### config.mk
export PLATFORM = sky130hd
export DESIGN_NAME = sr_flag_arbiter
export DESIGN_NICKNAME = d
export VERILOG_FILES = /design/src/rtl/sr_arb_pkg.sv /design/src/rtl/sr_fb_sync.sv /design/src/rtl/sr_flag_arbiter.sv
export SDC_FILE = /design/constraint.sdc
export NUM_CORES = 1
export LEC_CHECK = 0
export ABC_AREA = 1
export BUFFER_PORTS_ARGS = -buffer_cell sky130_fd_sc_hd__buf_2
export CORE_MARGIN = 3
export CORE_UTILIZATION = 62
export DETAILED_ROUTE_END_ITERATION = 8
export PLACE_DENSITY = 0.93
export SLEW_MARGIN = 20
export SYNTH_ARGS = -nofsm -noshare
export SYNTH_HDL_FRONTEND = slang
export SYNTH_SLANG_ARGS = --single-unit
### constraint.sdc
create_clock -name CLK -period 4.7 [get_ports CLK]
set_input_delay 0.47 -clock CLK [delete_from_list [all_inputs] [get_ports CLK]]
set_output_delay 0.47 -clock CLK [all_outputs]
set_load 0.01 [all_outputs]
### src/rtl/sr_arb_pkg.sv
// sr_arb_pkg
//   Shared types and helpers for the SR-latch ownership-flag arbiter.
//   - state_t : arbiter FSM states
//   - idx_t   : requester index, wide enough for the largest supported N_REQ
//   - PCNT_W  : width of the pulse-length counter
//   - rr_pick : round-robin winner selection
package sr_arb_pkg;

    localparam int PCNT_W    = 4;
    localparam int N_REQ_MAX = 8;

    // Sized for the largest legal requester count so that one package
    // serves every N_REQ setting; request vectors are zero-padded to match.
    typedef logic [$clog2(N_REQ_MAX)-1:0] idx_t;

    typedef enum logic [3:0] {
        INIT     = 4'd0,
        INIT_VFY = 4'd1,
        IDLE     = 4'd2,
        SET_P    = 4'd3,
        SET_VFY  = 4'd4,
        HELD     = 4'd5,
        CLR_P    = 4'd6,
        CLR_VFY  = 4'd7,
        GAP      = 4'd8,
        FAULT    = 4'd9
    } state_t;

    // Returns the first set bit of req at or after ptr, wrapping at n.
    // The scan runs from the farthest offset down to offset 0 so the
    // closest candidate is the last one written and therefore wins.
    // With no request set the result is ptr (callers gate on |req).
    function automatic idx_t rr_pick(input logic [N_REQ_MAX-1:0] req,
                                     input idx_t                 ptr,
                                     input int                   n);
        idx_t win;
        int   j;
        win = ptr;
        for (int k = N_REQ_MAX - 1; k >= 0; k--) begin
            if (k < n) begin
                j = int'(ptr) + k;
                if (j >= n) begin
                    j = j - n;
                end
                if (req[idx_t'(j)]) begin
                    win = idx_t'(j);
                end
            end
        end
        return win;
    endfunction

endpackage

### src/rtl/sr_fb_sync.sv
// sr_fb_sync
//   Two-flop synchroniser for one latch feedback bit that is asynchronous
//   to the arbiter clock. Both flops reset to 0.
//   Ports:
//     i_clk   - arbiter clock
//     i_rst_n - asynchronous active-low reset
//     i_d     - asynchronous input bit
//     o_q     - synchronised output bit
module sr_fb_sync (
    input  logic i_clk,
    input  logic i_rst_n,
    input  logic i_d,
    output logic o_q
);

    logic r_meta;
    logic r_q;

    always_ff @(posedge i_clk or negedge i_rst_n) begin
        if (!i_rst_n) begin
            r_meta <= 1'b0;
            r_q    <= 1'b0;
        end else begin
            r_meta <= i_d;
            r_q    <= r_meta;
        end
    end

    assign o_q = r_q;

endmodule

### src/rtl/sr_flag_arbiter.sv
// sr_flag_arbiter
//   Round-robin arbiter sharing one external cross-coupled NAND SR latch
//   (the ownership flag) between N_REQ requesters. It drives timed
//   active-low set/clear pulses into the latch, confirms the latch state
//   through synchronised Q/notQ readback and then issues a one-hot grant.
//   The set and clear pins are both derived from the single next state, so
//   they can never be low together.
//
//   Handshake: REQ[i] is a level held until GNT[i] rises; the owner then
//   returns the flag with a single-cycle REL[i] pulse. REL bits from
//   non-owners are ignored, and new requests are only arbitrated in IDLE.
//
//   Ports:
//     CLK, RST_N    - clock, asynchronous active-low reset
//     REQ[N_REQ]    - level requests
//     REL[N_REQ]    - release pulse from the current owner
//     GNT[N_REQ]    - one-hot grant (registered)
//     BUSY          - flag owned or release in progress (registered)
//     SET_N, CLR_N  - latch inputs, active low (registered)
//     Q_FB, NOTQ_FB - latch outputs, asynchronous
//     ERR           - sticky fault flag (registered)
//     DBG_STATE     - current FSM state, for observation only
module sr_flag_arbiter
    import sr_arb_pkg::*;
#(
    parameter int N_REQ     = 4,
    parameter int PULSE_CYC = 2,
    parameter int VERIFY_TO = 8
) (
    input  logic             CLK,
    input  logic             RST_N,
    input  logic [N_REQ-1:0] REQ,
    input  logic [N_REQ-1:0] REL,
    output logic [N_REQ-1:0] GNT,
    output logic             BUSY,
    output logic             SET_N,
    output logic             CLR_N,
    input  logic             Q_FB,
    input  logic             NOTQ_FB,
    output logic             ERR,
    output logic [3:0]       DBG_STATE
);

    localparam int TCNT_W = $clog2(VERIFY_TO + 1);

    state_t              r_state;
    state_t              w_nxt;
    logic [PCNT_W-1:0]   r_pcnt;
    logic [TCNT_W-1:0]   r_tcnt;
    idx_t                r_win;
    idx_t                r_ptr;
    idx_t                w_pick;
    idx_t                w_ptr_nxt;
    logic [N_REQ_MAX-1:0] w_req_pad;
    logic [N_REQ_MAX-1:0] w_rel_pad;
    logic [N_REQ-1:0]    w_gnt_oh;
    logic                w_qs;
    logic                w_nqs;
    logic                w_valid_set;
    logic                w_valid_clr;
    logic                w_pulse_low;
    logic                w_pulse_last;
    logic                w_vfy_state;
    logic                w_vfy_to;
    logic                w_req_any;
    logic                r_set_n;
    logic                r_clr_n;
    logic [N_REQ-1:0]    r_gnt;
    logic                r_busy;
    logic                r_err;

    sr_fb_sync u_sync_q (
        .i_clk   (CLK),
        .i_rst_n (RST_N),
        .i_d     (Q_FB),
        .o_q     (w_qs)
    );

    sr_fb_sync u_sync_nq (
        .i_clk   (CLK),
        .i_rst_n (RST_N),
        .i_d     (NOTQ_FB),
        .o_q     (w_nqs)
    );

    assign w_valid_set = w_qs && !w_nqs;
    assign w_valid_clr = !w_qs && w_nqs;
    assign w_req_any   = |REQ;

    always_comb begin
        w_req_pad            = '0;
        w_rel_pad            = '0;
        w_req_pad[N_REQ-1:0] = REQ;
        w_rel_pad[N_REQ-1:0] = REL;
    end

    assign w_pick    = rr_pick(w_req_pad, r_ptr, N_REQ);
    assign w_ptr_nxt = (w_pick == idx_t'(N_REQ - 1)) ? '0 : (w_pick + idx_t'(1));

    always_comb begin
        for (int i = 0; i < N_REQ; i++) begin
            w_gnt_oh[i] = (r_win == idx_t'(i));
        end
    end

    // The pulse counter only advances while the pin is actually low. In
    // INIT the first cycle after reset release still has CLR_N high, so
    // the clear pulse starts one cycle later yet keeps its full length.
    always_comb begin
        w_pulse_low = 1'b0;
        case (r_state)
            INIT, CLR_P: w_pulse_low = !r_clr_n;
            SET_P:       w_pulse_low = !r_set_n;
            default:     w_pulse_low = 1'b0;
        endcase
    end

    assign w_pulse_last = w_pulse_low && (r_pcnt == PCNT_W'(PULSE_CYC - 1));
    assign w_vfy_state  = (r_state == INIT_VFY) || (r_state == SET_VFY) ||
                          (r_state == CLR_VFY);
    assign w_vfy_to     = (r_tcnt == TCNT_W'(VERIFY_TO - 1));

    always_comb begin
        w_nxt = r_state;
        case (r_state)
            INIT: begin
                if (w_pulse_last) w_nxt = INIT_VFY;
            end
            INIT_VFY: begin
                if (w_valid_clr)   w_nxt = IDLE;
                else if (w_vfy_to) w_nxt = FAULT;
            end
            IDLE: begin
                if (w_req_any) w_nxt = SET_P;
            end
            SET_P: begin
                if (w_pulse_last) w_nxt = SET_VFY;
            end
            SET_VFY: begin
                if (w_valid_set)   w_nxt = HELD;
                else if (w_vfy_to) w_nxt = FAULT;
            end
            HELD: begin
                // A lost flag outranks a release arriving in the same cycle.
                if (!w_qs)                 w_nxt = FAULT;
                else if (w_rel_pad[r_win]) w_nxt = CLR_P;
            end
            CLR_P: begin
                if (w_pulse_last) w_nxt = CLR_VFY;
            end
            CLR_VFY: begin
                if (w_valid_clr)   w_nxt = GAP;
                else if (w_vfy_to) w_nxt = FAULT;
            end
            GAP:     w_nxt = IDLE;
            FAULT:   w_nxt = FAULT;
            default: w_nxt = FAULT;
        endcase
    end

    always_ff @(posedge CLK or negedge RST_N) begin
        if (!RST_N) begin
            r_state <= INIT;
            r_pcnt  <= '0;
            r_tcnt  <= '0;
        end else begin
            r_state <= w_nxt;
            if (w_nxt != r_state) begin
                r_pcnt <= '0;
                r_tcnt <= '0;
            end else begin
                if (w_pulse_low && !w_pulse_last) r_pcnt <= r_pcnt + PCNT_W'(1);
                if (w_vfy_state)                  r_tcnt <= r_tcnt + TCNT_W'(1);
            end
        end
    end

    always_ff @(posedge CLK or negedge RST_N) begin
        if (!RST_N) begin
            r_win <= '0;
            r_ptr <= '0;
        end else if (r_state == IDLE && w_req_any) begin
            r_win <= w_pick;
            r_ptr <= w_ptr_nxt;
        end
    end

    // Outputs are registered from the next state so each pin changes on
    // the same edge as the state that owns it.
    always_ff @(posedge CLK or negedge RST_N) begin
        if (!RST_N) begin
            r_set_n <= 1'b1;
            r_clr_n <= 1'b1;
            r_gnt   <= '0;
            r_busy  <= 1'b0;
            r_err   <= 1'b0;
        end else begin
            r_set_n <= (w_nxt != SET_P);
            r_clr_n <= !((w_nxt == INIT) || (w_nxt == CLR_P));
            r_gnt   <= (w_nxt == HELD) ? w_gnt_oh : '0;
            r_busy  <= (w_nxt == HELD) || (w_nxt == CLR_P) || (w_nxt == CLR_VFY);
            r_err   <= (w_nxt == FAULT);
        end
    end

    assign SET_N     = r_set_n;
    assign CLR_N     = r_clr_n;
    assign GNT       = r_gnt;
    assign BUSY      = r_busy;
    assign ERR       = r_err;
    assign DBG_STATE = r_state;

endmodule

==> reports/metrics.json <==
{
  "status": "finished, final reports clean",
  "timing.clock.skew_ps": 14.2,
  "power_frac_comb_pct": 58.5,
  "maxSlewViolCount": 0,
  "post-synth-top-area-cell": "sky130_fd_sc_hd__dfrtp_1",
  "synth-compound-area-share_pct": 8.47,
  "irDropWorstVdd_v": 0.000408,
  "p_leak_nw": 1.13,
  "initial_core_util_pct": 66.4,
  "dieArea_um2": 3700,
  "post_route_cells_drive_above_1_share_pct": 17.1,
  "pre_cts_setup_slack_ps": 2240,
  "portion_of_the_clock_cycle_consumed_by_the_worst_path_in_the_final_layout_pct": 56.0,
  "setup_tns_ps": 0,
  "grt_setup_unrepaired": "false",
  "detail-route-antenna-nets": 0,
  "layout.cell_area.non_filler_um2": 2070,
  "grt_total_usage_pct": 25.6,
  "synthDistinctLibCells": 28,
  "detailed_place.area_um2": 2010,
  "data_arrival_time_of_the_critical_path_ps": 2870,
  "ctsResizeCount": 0,
  "cp.required_ps": 4940,
  "fp.dieH_um": 60.8,
  "cp_cell_sequence": "inv_1 > ha_1 > inv_1 > o21ai_0 > inv_1 > o21ai_0 > o21ai_0 > nand3_1 > nand2_1 > ha_1 > o22ai_1 > nand2_1 > o21ai_0",
  "placementRows": 19,
  "antenna_cells": 0,
  "final_critical_path_setup_slack_ps": 2070,
  "whs_ps": 132,
  "postCtsSetupRepairBufs": 0,
  "achievable-frequency_ghz": 0.380,
  "cpMostUsedCell": "sky130_fd_sc_hd__o21ai_0",
  "critical_path.top_delay_family": "compound AO/OA/AOI/OAI gates",
  "max-cap-violations": 0,
  "crit_slowest_cell": "sky130_fd_sc_hd__dfrtp_1",
  "report.power.total_mw": 1.30,
  "timing.hold.worst.class": "in -> async",
  "clk_network_pwr_share_pct": 12.3,
  "synth_adder_area_share_pct": 4.03,
  "seq_power_share_pct": 29.2,
  "dp_hpwl_um": 3100,
  "critPathMaxStageDelay_ps": 560,
  "setup_viol_count_final": 0,
  "mux_cell_area_share_after_synthesis_pct": 0.538,
  "initialDrtViolationCount": 146,
  "share_of_yosys_cell_area_claimed_by_the_top_area_cell_type_pct": 37.6,
  "cts_inserted_buffers": 5,
  "portBuffers": 23,
  "synthSimpleGateAreaFrac_pct": 36.0,
  "synthToLayoutAreaGrowth_pct": 11.2,
  "cts.path.max_buffers": 2,
  "synth-seq-cells": 30,
  "tritoncts": "done",
  "grt_max_degree": 31,
  "die-width_um": 60.8,
  "p_sw_mw": 0.658,
  "critical_path.endpoint_type": "flip-flop",
  "postCtsHoldBufs": 0,
  "htreeDepth": 2,
  "worst-path-buf-inv": 3,
  "power_per_cell_area_nw_per_um2": 626,
  "internal-power_mw": 0.637,
  "maxSlewHeadroom_pct": 58.8,
  "timing_worst_slew_pin_value_ps": 618,
  "grt_pass1_vias": 1609,
  "drt-vias-per-instance": 5.58,
  "ys_warn_count": 0,
  "grt_pass1_wl_um": 6950,
  "worstSetupStartpointType": "flip-flop",
  "post_synth_main_area_contributors": "sky130_fd_sc_hd__dfrtp_1 38%, sky130_fd_sc_hd__nand2_1 14%, sky130_fd_sc_hd__nor2_1 7.5%",
  "crit_path_max_fanout": 14,
  "post-route-drc-count": 0,
  "synthesized_netlist_cell_count": 256,
  "synth-xor-area-share_pct": 2.82,
  "cts_root_buffer": "sky130_fd_sc_hd__clkbuf_4",
  "first_pass_iters": 4,
  "clock_sinks": 30,
  "final_period_minus_worst_setup_slack_ps": 2630,
  "layout.filler_cells": 229,
  "layout.nets": 303,
  "insertion_delay_ps": 340,
  "globalRoute.totalOverflow": 0,
  "syn_avg_cell_area_um2": 7.27,
  "portion_of_the_post_synthesis_area_used_by_sequential_elements_pct": 40.5,
  "layout_commonest_cell": "sky130_fd_sc_hd__nand2_1",
  "largest_family_of_logic_cells_by_synthesized_area": "simple AND/OR/NAND/NOR gates",
  "routedWlPerCell_um": 13.2,
  "floorplan.io_pins": 24,
  "gpl.final_weighted_congestion": 0.953,
  "routed_wl_um": 4180,
  "most-common-layout-cells": "69 x sky130_fd_sc_hd__nand2_1, 37 x sky130_fd_sc_hd__nor2_1, 35 x sky130_fd_sc_hd__inv_1",
  "vias": 1770,
  "grt_antenna_before_repair": 0,
  "synthesis.nets": 274,
  "path_clk_slew_ps": 100,
  "synth.cell_area_um2": 1860,
  "final-hold-violation-count": 0,
  "critical_path_class": "reg -> reg",
  "switching_share_pct": 50.8,
  "coreArea_um2": 2810
}
## through the flow
stage                     utilization, %  std cells
after floorplan                        -        256
final                               73.8        317
after global routing                73.8        317
after CTS                           73.8        317
after global placement              71.7        309
after detailed placement            71.7        309
## cells by family (layout without fill, tap and decap cells)
family | after synthesis | in the layout
buffers and inverters | 38 | 68
AND/OR/NAND/NOR | 147 | 147
adder cells (fa/ha/maj) | 6 | 6
XOR/XNOR | 6 | 6
multiplexers | 1 | 1
AO/OA/AOI/OAI | 28 | 28
flip-flops | 30 | 30
## power by group through the flow
stage	registers, mW	clock network [mW]	logic (mW)
floorplan	0.371	0	0.571
global placement	0.377	0	0.704
detailed placement	0.379	0	0.730
CTS	0.376	0.163	0.744
global route	0.386	0.174	0.842
finish	0.378	0.159	0.758
## cells in the mapped netlist, drive strengths merged
| cell type | instances |
|---|---|
| dfstp | 2 |
| xor2 | 5 |
| nand2 | 74 |
| inv | 37 |
| a31oi | 1 |
| and3 | 1 |
| dfrtp | 28 |
| nand4 | 8 |
| a21oi | 5 |
| buf | 1 |
| nand3b | 1 |
| nand3 | 19 |
| nor2 | 40 |
| ha | 6 |
| xnor2 | 1 |
| mux2i | 1 |
| a21boi | 2 |
| o22ai | 3 |
| nor3 | 2 |
| o21ai | 17 |
| or2 | 2 |
## sequential cells by signal, indices dropped and copies added, names as in the netlist
register          cells
BUSY                  1
CLR_N                 1
DBG_STATE             4
ERR                   1
GNT                   4
SET_N                 1
r_pcnt                4
r_ptr                 3
r_tcnt                4
r_win                 3
u_sync_nq.o_q         1
u_sync_nq.r_meta      1
u_sync_q.o_q          1
u_sync_q.r_meta       1
## layer usage
layer | routed length, um | GRT usage [%] | vias to the layer above
li1 | - | - | 873
met4 | 110 | 12.1 | 0
met5 | 0 | 0 | -
met3 | 262 | 5.11 | 10
met1 | 1800 | 32.7 | 824
met2 | 2010 | 41.8 | 63
## worst paths after layout
check / slack [ps] / to / cells past startpoint / from
worst max-delay path: 2070 / r_ptr[1] / 13 / r_ptr[0]
worst min register to register: 360 / u_sync_q.o_q / 0 / u_sync_q.r_meta
min in group CLK: 240 / u_sync_q.r_meta / 1 / Q_FB
worst max register to register: 2070 / r_ptr[1] / 13 / r_ptr[0]
worst min-delay path: 130 / DBG_STATE[1] / 1 / RST_N
max in group asynchronous: 4150 / GNT[2] / 1 / RST_N
## layout make-up
cell class / count / area (um^2) / share of cell area (%)
well taps: 31 / 38.8 / 1.87
clock inverters: 1 / 5.00 / 0.242
repair buffers: 23 / 115 / 5.56
multi-input cells: 188 / 965 / 46.6
flip-flops and latches: 30 / 753 / 36.4
inverters: 37 / 139 / 6.71
clock buffers: 7 / 55.1 / 2.66
## worst register-to-register path, cell delays in order (launching register included)
cell and delay, ps:
sky130_fd_sc_hd__dfrtp_1 560, sky130_fd_sc_hd__inv_1 120, sky130_fd_sc_hd__ha_1 370, sky130_fd_sc_hd__inv_1 70
sky130_fd_sc_hd__o21ai_0 150, sky130_fd_sc_hd__inv_1 80, sky130_fd_sc_hd__o21ai_0 140, sky130_fd_sc_hd__o21ai_0 200
sky130_fd_sc_hd__nand3_1 140, sky130_fd_sc_hd__nand2_1 90, sky130_fd_sc_hd__ha_1 200, sky130_fd_sc_hd__o22ai_1 220
sky130_fd_sc_hd__nand2_1 90, sky130_fd_sc_hd__o21ai_0 120
No activity file was read; power rests on OpenSTA's default activity.
